==> src/rtl/bcd_sevenseg_mux_if.sv <==
// rtl/bcd_sevenseg_mux_if.sv - BCD word, decimal points and display outputs of the 7-segment mux
interface bcd_sevenseg_mux_if;
  logic [11:0] bcd_in;
  logic [2:0]  dp_in;
  logic [3:0]  an;
  logic [7:0]  sseg;
  logic        frame_tick;

  modport master (
    output bcd_in,
    output dp_in,
    input  an,
    input  sseg,
    input  frame_tick
  );

  modport slave (
    input  bcd_in,
    input  dp_in,
    output an,
    output sseg,
    output frame_tick
  );
endinterface

==> src/rtl/bcd_sevenseg_mux.sv <==
// rtl/bcd_sevenseg_mux.sv - 3-digit BCD to 4-digit common-anode 7-segment scan driver
// Optional leading-zero blanking of digits 2 and 1 when LEADING_ZERO_BLANK_EN is defined.
module bcd_sevenseg_mux #(
  parameter int N = 18
) (
  input  logic                 clk,
  input  logic                 reset,
  bcd_sevenseg_mux_if.slave    bus
);

  logic [N-1:0] counter;
  logic [11:0]  shadow;
  logic [2:0]   dp_shadow;
  logic [3:0]   an_q;
  logic [7:0]   sseg_q;
  logic         tick_q;

  logic [1:0]   sel;
  logic         wrap;
  logic [3:0]   an_next;
  logic [7:0]   sseg_next;
  logic [3:0]   nib;
  logic         dp;
  logic         blank;

  assign sel  = counter[N-1:N-2];
  assign wrap = &counter;

  // Segment pattern {g,f,e,d,c,b,a}, active-low; non-BCD nibbles show a dash
  function automatic logic [6:0] seg_of(input logic [3:0] v);
    case (v)
      4'd0:    seg_of = 7'h40;
      4'd1:    seg_of = 7'h79;
      4'd2:    seg_of = 7'h24;
      4'd3:    seg_of = 7'h30;
      4'd4:    seg_of = 7'h19;
      4'd5:    seg_of = 7'h12;
      4'd6:    seg_of = 7'h02;
      4'd7:    seg_of = 7'h78;
      4'd8:    seg_of = 7'h00;
      4'd9:    seg_of = 7'h10;
      default: seg_of = 7'h3F;
    endcase
  endfunction

  always_comb begin
    an_next = 4'b1111;
    nib     = 4'h0;
    dp      = 1'b0;
    blank   = 1'b0;
    case (sel)
      2'd0: begin an_next = 4'b1110; nib = shadow[3:0];  dp = dp_shadow[0]; end
      2'd1: begin an_next = 4'b1101; nib = shadow[7:4];  dp = dp_shadow[1]; end
      2'd2: begin an_next = 4'b1011; nib = shadow[11:8]; dp = dp_shadow[2]; end
      default: begin an_next = 4'b0111; blank = 1'b1; end
    endcase
`ifdef LEADING_ZERO_BLANK_EN
    if (sel == 2'd2 && shadow[11:8] == 4'h0) blank = 1'b1;
    if (sel == 2'd1 && shadow[11:4] == 8'h00) blank = 1'b1;
`endif
    sseg_next = {~dp, blank ? 7'h7F : seg_of(nib)};
  end

  // Shadow is only reloaded on the last count so a frame never mixes two words
  always_ff @(posedge clk or posedge reset) begin
    if (reset) begin
      counter   <= '0;
      shadow    <= 12'h000;
      dp_shadow <= 3'b000;
      an_q      <= 4'b1111;
      sseg_q    <= 8'hFF;
      tick_q    <= 1'b0;
    end else begin
      counter <= counter + 1'b1;
      if (wrap) begin
        shadow    <= bus.bcd_in;
        dp_shadow <= bus.dp_in;
      end
      tick_q <= wrap;
      an_q   <= an_next;
      sseg_q <= sseg_next;
    end
  end

  assign bus.an         = an_q;
  assign bus.sseg       = sseg_q;
  assign bus.frame_tick = tick_q;

endmodule

==> src/flat_wrapper.sv <==
// flat-port wrapper written by rule: the top's interface ports become plain ports
module bcd_sevenseg_mux_flat 
#(
  parameter int N = 18
)
  (clk, reset, bus_bcd_in, bus_dp_in, bus_an, bus_sseg, bus_frame_tick);
  bcd_sevenseg_mux_if bus_i ();
  input  logic clk;
  input  logic reset;
  input wire logic [$bits(bus_i.bcd_in)-1:0] bus_bcd_in;
  input wire logic [$bits(bus_i.dp_in)-1:0] bus_dp_in;
  output wire logic [$bits(bus_i.an)-1:0] bus_an;
  output wire logic [$bits(bus_i.sseg)-1:0] bus_sseg;
  output wire logic [$bits(bus_i.frame_tick)-1:0] bus_frame_tick;
  assign bus_i.bcd_in = bus_bcd_in;
  assign bus_i.dp_in = bus_dp_in;
  assign bus_an = bus_i.an;
  assign bus_sseg = bus_i.sseg;
  assign bus_frame_tick = bus_i.frame_tick;
  bcd_sevenseg_mux #(.N(N)) u_core (.clk(clk), .reset(reset), .bus(bus_i));
endmodule
==> config.mk <==
export PLATFORM = sky130hd
export DESIGN_NAME = bcd_sevenseg_mux_flat
export DESIGN_NICKNAME = d
export VERILOG_FILES = /design/src/rtl/bcd_sevenseg_mux_if.sv /design/src/rtl/bcd_sevenseg_mux.sv /design/src/flat_wrapper.sv
export SDC_FILE = /design/constraint.sdc
export NUM_CORES = 1
export LEC_CHECK = 0
export CAP_MARGIN = 20
export CELL_PAD_IN_SITES_DETAIL_PLACEMENT = 0
export CELL_PAD_IN_SITES_GLOBAL_PLACEMENT = 2
export CORE_UTILIZATION = 36
export CTS_CLUSTER_SIZE = 16
export DETAILED_ROUTE_END_ITERATION = 16
export HOLD_SLACK_MARGIN = 0.08
export MAX_ROUTING_LAYER = met4
export PLACE_DENSITY_LB_ADDON = 0.2
export SETUP_SLACK_MARGIN = 0.05
export SKIP_CTS_REPAIR_TIMING = 1
export SKIP_LAST_GASP = 1
export SLEW_MARGIN = 25
export SYNTH_ARGS = -nofsm -noshare
export SYNTH_HDL_FRONTEND = slang
export SYNTH_SLANG_ARGS = --single-unit
==> constraint.sdc <==
create_clock -name clk -period 2.3 [get_ports clk]
set_input_delay 0.46 -clock clk [delete_from_list [all_inputs] [get_ports clk]]
set_output_delay 0.46 -clock clk [all_outputs]
set_load 0.1 [all_outputs]
==> results of run 1 <==
-- critical path, stage by stage, from the launching register on --
cell       delay [ps]
dfrtp_1           480
buf_4             210
nor2b_1           190
o2bb2ai_1         310
inv_1             170
ha_1              250
inv_1              50
mux2i_1            60
a22oi_1           190
-- layer usage --
metal	vias up	track usage
li1	638	-
met5	-	-
met3	4	0.0402
met1	608	0.186
met2	29	0.201
met4	0	0.0444
-- layout make-up --
class	count	area (um2)	area share
clock buffers	7	86.3	0.0338
inverters	9	33.8	0.0132
multi-input cells	106	892	0.349
well taps	72	90.1	0.0353
repair buffers	32	280	0.110
flip-flops and latches	46	1170	0.457
clock inverters	1	5.00	0.00196
-- layout by cell type (no fill, tap or decap), types with 2 or more instances in the layout --
master           instances
mux2i_1                  9
xnor2_1                 11
o21ai_0                  5
and4_1                   2
clkdlybuf4s50_1         16
a2bb2oi_1                2
nor2_1                  10
nand4_1                  4
mux2_2                   5
nor2_4                   2
ha_1                     6
nand3_1                  6
clkbuf_8                 6
buf_4                   16
mux2_4                  10
inv_1                    8
nor2b_1                  3
o2bb2ai_1                2
dfrtp_1                 34
dfstp_2                 12
xor2_1                   5
nand2_1                  6
a22oi_1                  3
a21oi_1                  3
-- registers in the layout (all words and copies together) (netlist names) --
| name | cells |
|---|---|
| u_core.bus.an | 4 |
| u_core.bus.sseg | 8 |
| u_core.dp_shadow | 3 |
| u_core.counter | 18 |
| u_core.shadow | 12 |
| u_core.bus.frame_tick | 1 |
-- cells in the mapped netlist (4+ instances only) --
cell / count / area, um2
mux2i_1: 9 / 90.1
dfstp_2: 12 / 315
dfrtp_1: 34 / 851
mux2_2: 5 / 56.3
ha_1: 6 / 75.1
inv_1: 9 / 33.8
nor2_1: 10 / 37.5
xnor2_1: 11 / 96.3
nand4_1: 4 / 25.0
xor2_1: 5 / 43.8
mux2_4: 10 / 150
nand2_1: 6 / 22.5
o21ai_0: 5 / 25.0
nand3_1: 6 / 30.0
-- power breakdown --
part           internal [mW]  switching (mW)  total, mW
logic                 0.0716           0.135      0.207
registers              0.841          0.0127      0.854
clock network          0.243           0.263      0.505
-- logic make-up (layout without fill, tap and decap cells) --
kind of cell,Yosys count,in the layout
buffers and inverters,14,49
AND/OR/NAND/NOR,42,42
flip-flops,46,46
adder cells (fa/ha/maj),6,6
AO/OA/AOI/OAI,18,18
multiplexers,24,24
XOR/XNOR,16,16
-- final timing paths --
kind,start,to,slack (ps),cells after the start
max in group asynchronous,reset,u_core.bus.sseg[5]$_DFF_PP1_,1310,3
min,u_core.dp_shadow[2]$_DFFE_PP0P_,u_core.bus.sseg[7]$_DFF_PP1_,430,1
max,u_core.counter[16]$_DFF_PP0_,u_core.bus.sseg[5]$_DFF_PP1_,310,8
min reg2reg,u_core.dp_shadow[2]$_DFFE_PP0P_,u_core.bus.sseg[7]$_DFF_PP1_,430,1
max reg2reg,u_core.counter[16]$_DFF_PP0_,u_core.bus.sseg[5]$_DFF_PP1_,310,8
min in group asynchronous,reset,u_core.counter[1]$_DFF_PP0_,610,3
==> impl_metrics.csv, run 1 <==
group,metric,value,unit
status,outcome,"finished, final reports clean",
synth,synth-xor-area-share,0.0660,
timing,min_period,1990,ps
placement,portBuffers,29,
global_route,grt-ovfl-total,0,
routing,wl_per_cell,13.4,um
timing,fmax,0.502,GHz
synth,ys_seq_elements,46,
routing,wl_met3,176,um
timing,fin_crit_sh,0.866,
cts,cts_tree,"yes",
routing,vias,1279,
worst_hold_path,worstHoldPathType,"register to register",
global_route,grt_max_degree,47,
final_layout,stdcell_count,273,
routing,wl_met1,1810,um
final_layout,final_area,2550,um2
timing,slew_violations,0,
placement,gp_congestion,0.745,
final_layout,final_nets,223,
synth,muxShareOfSynthArea,0.140,
setup_path,cp-start-kind,"register",
timing,relSlewSlack,0.628,
setup_path,critPathArrivalTime,2200,ps
power_and_ir_drop,power,1.57,mW
synth,synth_seq_area_share,0.550,
global_route,grtUsageTotal,0.138,
final_layout,drive_above_1_share,0.279,
synth,synth_top_family_by_area,"multiplexers",
floorplanning,core_area,5610,um2
timing,setup_viol,0,
power_and_ir_drop,power-per-cell-area,613,nW/um2
routing,wirelength,3660,um
global_route,antenna_found_initial,0,
synth,yosys_warnings,0,
synth,syn-num-nets,189,
cts,numCtsBuffers,5,
power_and_ir_drop,p_leak,1.17,nW
placement,dp_slack,319,ps
placement,postPlaceCellArea,2460,um2
synth,syn-cell-area,2120,um2
timing,worst_slack,308,ps
routing,firstDrtPassIters,4,
timing,timing_hold_violations_final,0,
floorplanning,ioPinCount,30,
run,max_cap_violations,0,
timing,hold_ws,431,ps
final_layout,final_util,0.455,
routing,drt_iter0_markers,38,
global_route,grt_pass1_wl,6290,um
setup_path,path_max_fanout,8,
cts,clkTransAtPathRegs,80,ps
synth,ys_types,36,
routing,route.met2.wl,1640,um
synth,syn_area_per_cell,12.8,um2
synth,yosys_most_used_dff,"dfrtp_1",
floorplanning,die_area,6210,um2
cts,clockBufferDepth,2,
timing,grt_setup_unrepaired,"no",
routing,top_layer_used,"met4",
power_and_ir_drop,ir_worst_vdd,0.271,mV
setup_path,critPathRequiredTime,2510,ps
routing,ant_nets,0,
final_layout,antenna_cells,0,
floorplanning,die_height,78.8,um
synth,synthCells,166,
synth,synth-simple-area-share,0.119,
routing,drcViolationCount,0,
final_layout,area_delta_synth_final,20.3,%
global_route,grt_pass1_vias,1299,
floorplanning,start_util,0.378,
setup_path,cp-end-kind,"register",
cts,clock_latency,290,ps
synth,synth_adder_area_share,0.0354,
final_layout,fillers,541,
routing,vias_per_cell,4.68,
synth,synth-edff-count,0,
placement,dpl.cell_count,265,
timing,final.setup.tns,0,ps
floorplanning,rows,27,
cts,htreeDepth,2,
setup_path,crit_type,"register to register",
floorplanning,die_w,78.8,um
synth,async_flop_share,1.00,
timing,skew,3.11,ps
timing,tightest_slew,558,ps
synth,synth_compound_area_frac,0.0601,
cts,cts_sinks,46,
cts,cts-root-buf,"clkbuf_8",
Note: power is estimated with default switching activity, not from simulation.
==> run 2: changes to the inputs <==
==> constraint.sdc (replaced) <==
create_clock -name clk -period 2.3 [get_ports clk]
set_input_delay 0.46 -clock clk [delete_from_list [all_inputs] [get_ports clk]]
set_output_delay 0.46 -clock clk [all_outputs]
set_load 0.02 [all_outputs]
==> run 2 against run 1 <==
Die area unchanged. Clock skew about the same. Via count up 0.31%. Power up 0.62%. Register-to-register slack about the same. Sequential power about the same. Setup slack better by 1.1 ps. Global-route usage about the same. Clock power up 15%. Combinational power down 32%. Final cell count unchanged. Critical path depth unchanged. Critical endpoint unchanged. Largest cell class unchanged. Largest power group unchanged.
==> impl_metrics.csv, run 2 (synthesis gave the netlist of run 1 again) <==
group,metric,value,unit
status,outcome,"finished, final reports clean",
final_layout,final_area,2600,um2
setup_path,cp-start-kind,"register",
power_and_ir_drop,power-per-cell-area,605,nW/um2
final_layout,area_delta_synth_final,22.6,%
power_and_ir_drop,swShare,0.212,
routing,firstDrtPassIters,4,
placement,place_hpwl,2640,um
timing,setup_viol,0,
global_route,grtUsageTotal,0.139,
global_route,grt_max_degree,47,
floorplanning,rows,27,
setup_path,cp-end-kind,"register",
cts,cts_tree,"yes",
power_and_ir_drop,p_leak,1.16,nW
final_layout,drive_above_1_share,0.214,
floorplanning,ioPinCount,30,
floorplanning,die_area,6210,um2
global_route,grt_pass1_vias,1296,
placement,portBuffers,29,
power_and_ir_drop,power.switching,333,uW
worst_hold_path,hold_path_depth,1,
floorplanning,start_util,0.378,
timing,grt_setup_unrepaired,"no",
timing,min_period,1990,ps
timing,hold_ws,428,ps
setup_path,worstReg2RegStart,"u_core.counter[16]$_DFF_PP0_",
worst_hold_path,holdPathEnd,"u_core.bus.sseg[7]$_DFF_PP1_",
timing,fmax,0.502,GHz
power_and_ir_drop,p_comb_frac,0.090,
power_and_ir_drop,ir_worst_vdd,0.321,mV
floorplanning,die_w,78.8,um
cts,cts_sinks,46,
timing,final.setup.tns,0,ps
worst_hold_path,hp-start,"u_core.dp_shadow[2]$_DFFE_PP0P_",
final_layout,final_cell_mix,"dfrtp_1, clkdlybuf4s50_1, dfstp_2",
routing,drcViolationCount,0,
timing,worst_slack,309,ps
cts,clockBufferDepth,2,
routing,ant_nets,0,
routing,drt_iter0_markers,54,
final_layout,mostFrequentLayoutCell,"dfrtp_1",
setup_path,critPathArrivalTime,2200,ps
global_route,grt-ovfl-total,0,
global_route,antenna_found_initial,0,
timing,tightest_slew,606,ps
timing,skew,3.46,ps
floorplanning,core_area,5610,um2
final_layout,largest_reg_flops,18,
placement,postPlaceCellArea,2490,um2
final_layout,antenna_cells,0,
power_and_ir_drop,internal_power,1.24,mW
final_layout,regMostFlops,"u_core.counter",
cts,numCtsBuffers,5,
setup_path,path_max_fanout,8,
timing,relSlewSlack,0.592,
setup_path,reg2regPathDepth,8,
final_layout,final_nets,223,
power_and_ir_drop,power,1.58,mW
run,max_cap_violations,0,
timing,timing_hold_violations_final,0,
worst_hold_path,worstHoldPathType,"register to register",
global_route,grt_pass1_wl,6440,um
routing,wirelength,3580,um
setup_path,crit_type,"register to register",
cts,cts-root-buf,"clkbuf_8",
placement,dp_slack,313,ps
setup_path,critPathRequiredTime,2510,ps
final_layout,fillers,529,
cts,htreeDepth,2,
routing,wl_per_cell,13.1,um
routing,vias_per_cell,4.70,
power_and_ir_drop,seq_power_share,0.541,
setup_path,reg2reg_slack,310,ps
cts,clkTransAtPathRegs,80,ps
cts,clock_latency,290,ps
power_and_ir_drop,clockPowerShare,0.369,
timing,fin_crit_sh,0.866,
setup_path,r2r_end,"u_core.bus.sseg[5]$_DFF_PP1_",
placement,gp_congestion,0.762,
floorplanning,die_height,78.8,um
routing,vias,1283,
timing,slew_violations,0,
[run 2: cell count changes in the layout (fill, tap and decap cells not counted), sizes merged]
cell and delta:
buf -13, bufinv +1, clkinv -1, clkdlybuf4s50 +13
[run 2: stage by stage]
stage                      util  cells
final                     0.464    273
after global routing      0.464    273
after CTS                 0.464    273
after detailed placement  0.445    265
after global placement    0.445    265
after floorplan               -    166
[run 2: cell type report]
class / count / area, um2 / share of cell area
clock inverter: 1 / 30.0 / 0.0115
inverter: 9 / 33.8 / 0.0130
sequential: 46 / 1170 / 0.449
multi-input combinational: 106 / 892 / 0.343
clock buffer: 7 / 76.3 / 0.0293
tap: 72 / 90.1 / 0.0346
timing repair buffer: 32 / 313 / 0.120
[run 2: worst max path at each step]
| stage | startpoint | endpoint | slack [ps] | cells past startpoint |
|---|---|---|---|---|
| after global routing | u_core.counter[16]$_DFF_PP0_ | u_core.bus.sseg[5]$_DFF_PP1_ | 50 | 8 |
| after detailed placement | u_core.counter[16]$_DFF_PP0_ | u_core.bus.sseg[5]$_DFF_PP1_ | 310 | 8 |
| after global placement | u_core.counter[16]$_DFF_PP0_ | u_core.bus.sseg[5]$_DFF_PP1_ | 440 | 8 |
| final | u_core.counter[16]$_DFF_PP0_ | u_core.bus.sseg[5]$_DFF_PP1_ | 310 | 8 |
| after CTS | u_core.counter[16]$_DFF_PP0_ | u_core.bus.sseg[5]$_DFF_PP1_ | 290 | 8 |
| after floorplan | u_core.counter[16]$_DFF_PP0_ | u_core.bus.sseg[1]$_DFF_PP1_ | 540 | 6 |
[run 2: power groups by stage]
stage	Sequential, mW	Combinational [mW]	Clock [mW]
2_1_floorplan	0.881	0.0625	0
6_report	0.853	0.141	0.582
3_5_place_dp	0.869	0.144	0
4_1_cts	0.853	0.144	0.608
5_1_grt	0.857	0.157	0.641
3_3_place_gp	0.869	0.140	0
[run 2: layer usage]
layer  vias to the layer above  GRT usage  share of wire
li1                        647          -              -
met1                       599      0.197           0.50
met2                        31      0.202           0.44
met3                         6     0.0310          0.040
met4                         0     0.0333          0.012
met5                         -          -              0
[run 2: worst max-delay path, cell delays in order, from the launching register on]
cell	delay [ps]
dfrtp_1	480
buf_4	210
nor2b_1	200
o2bb2ai_1	310
inv_1	160
ha_1	240
inv_1	50
mux2i_1	60
a22oi_1	190
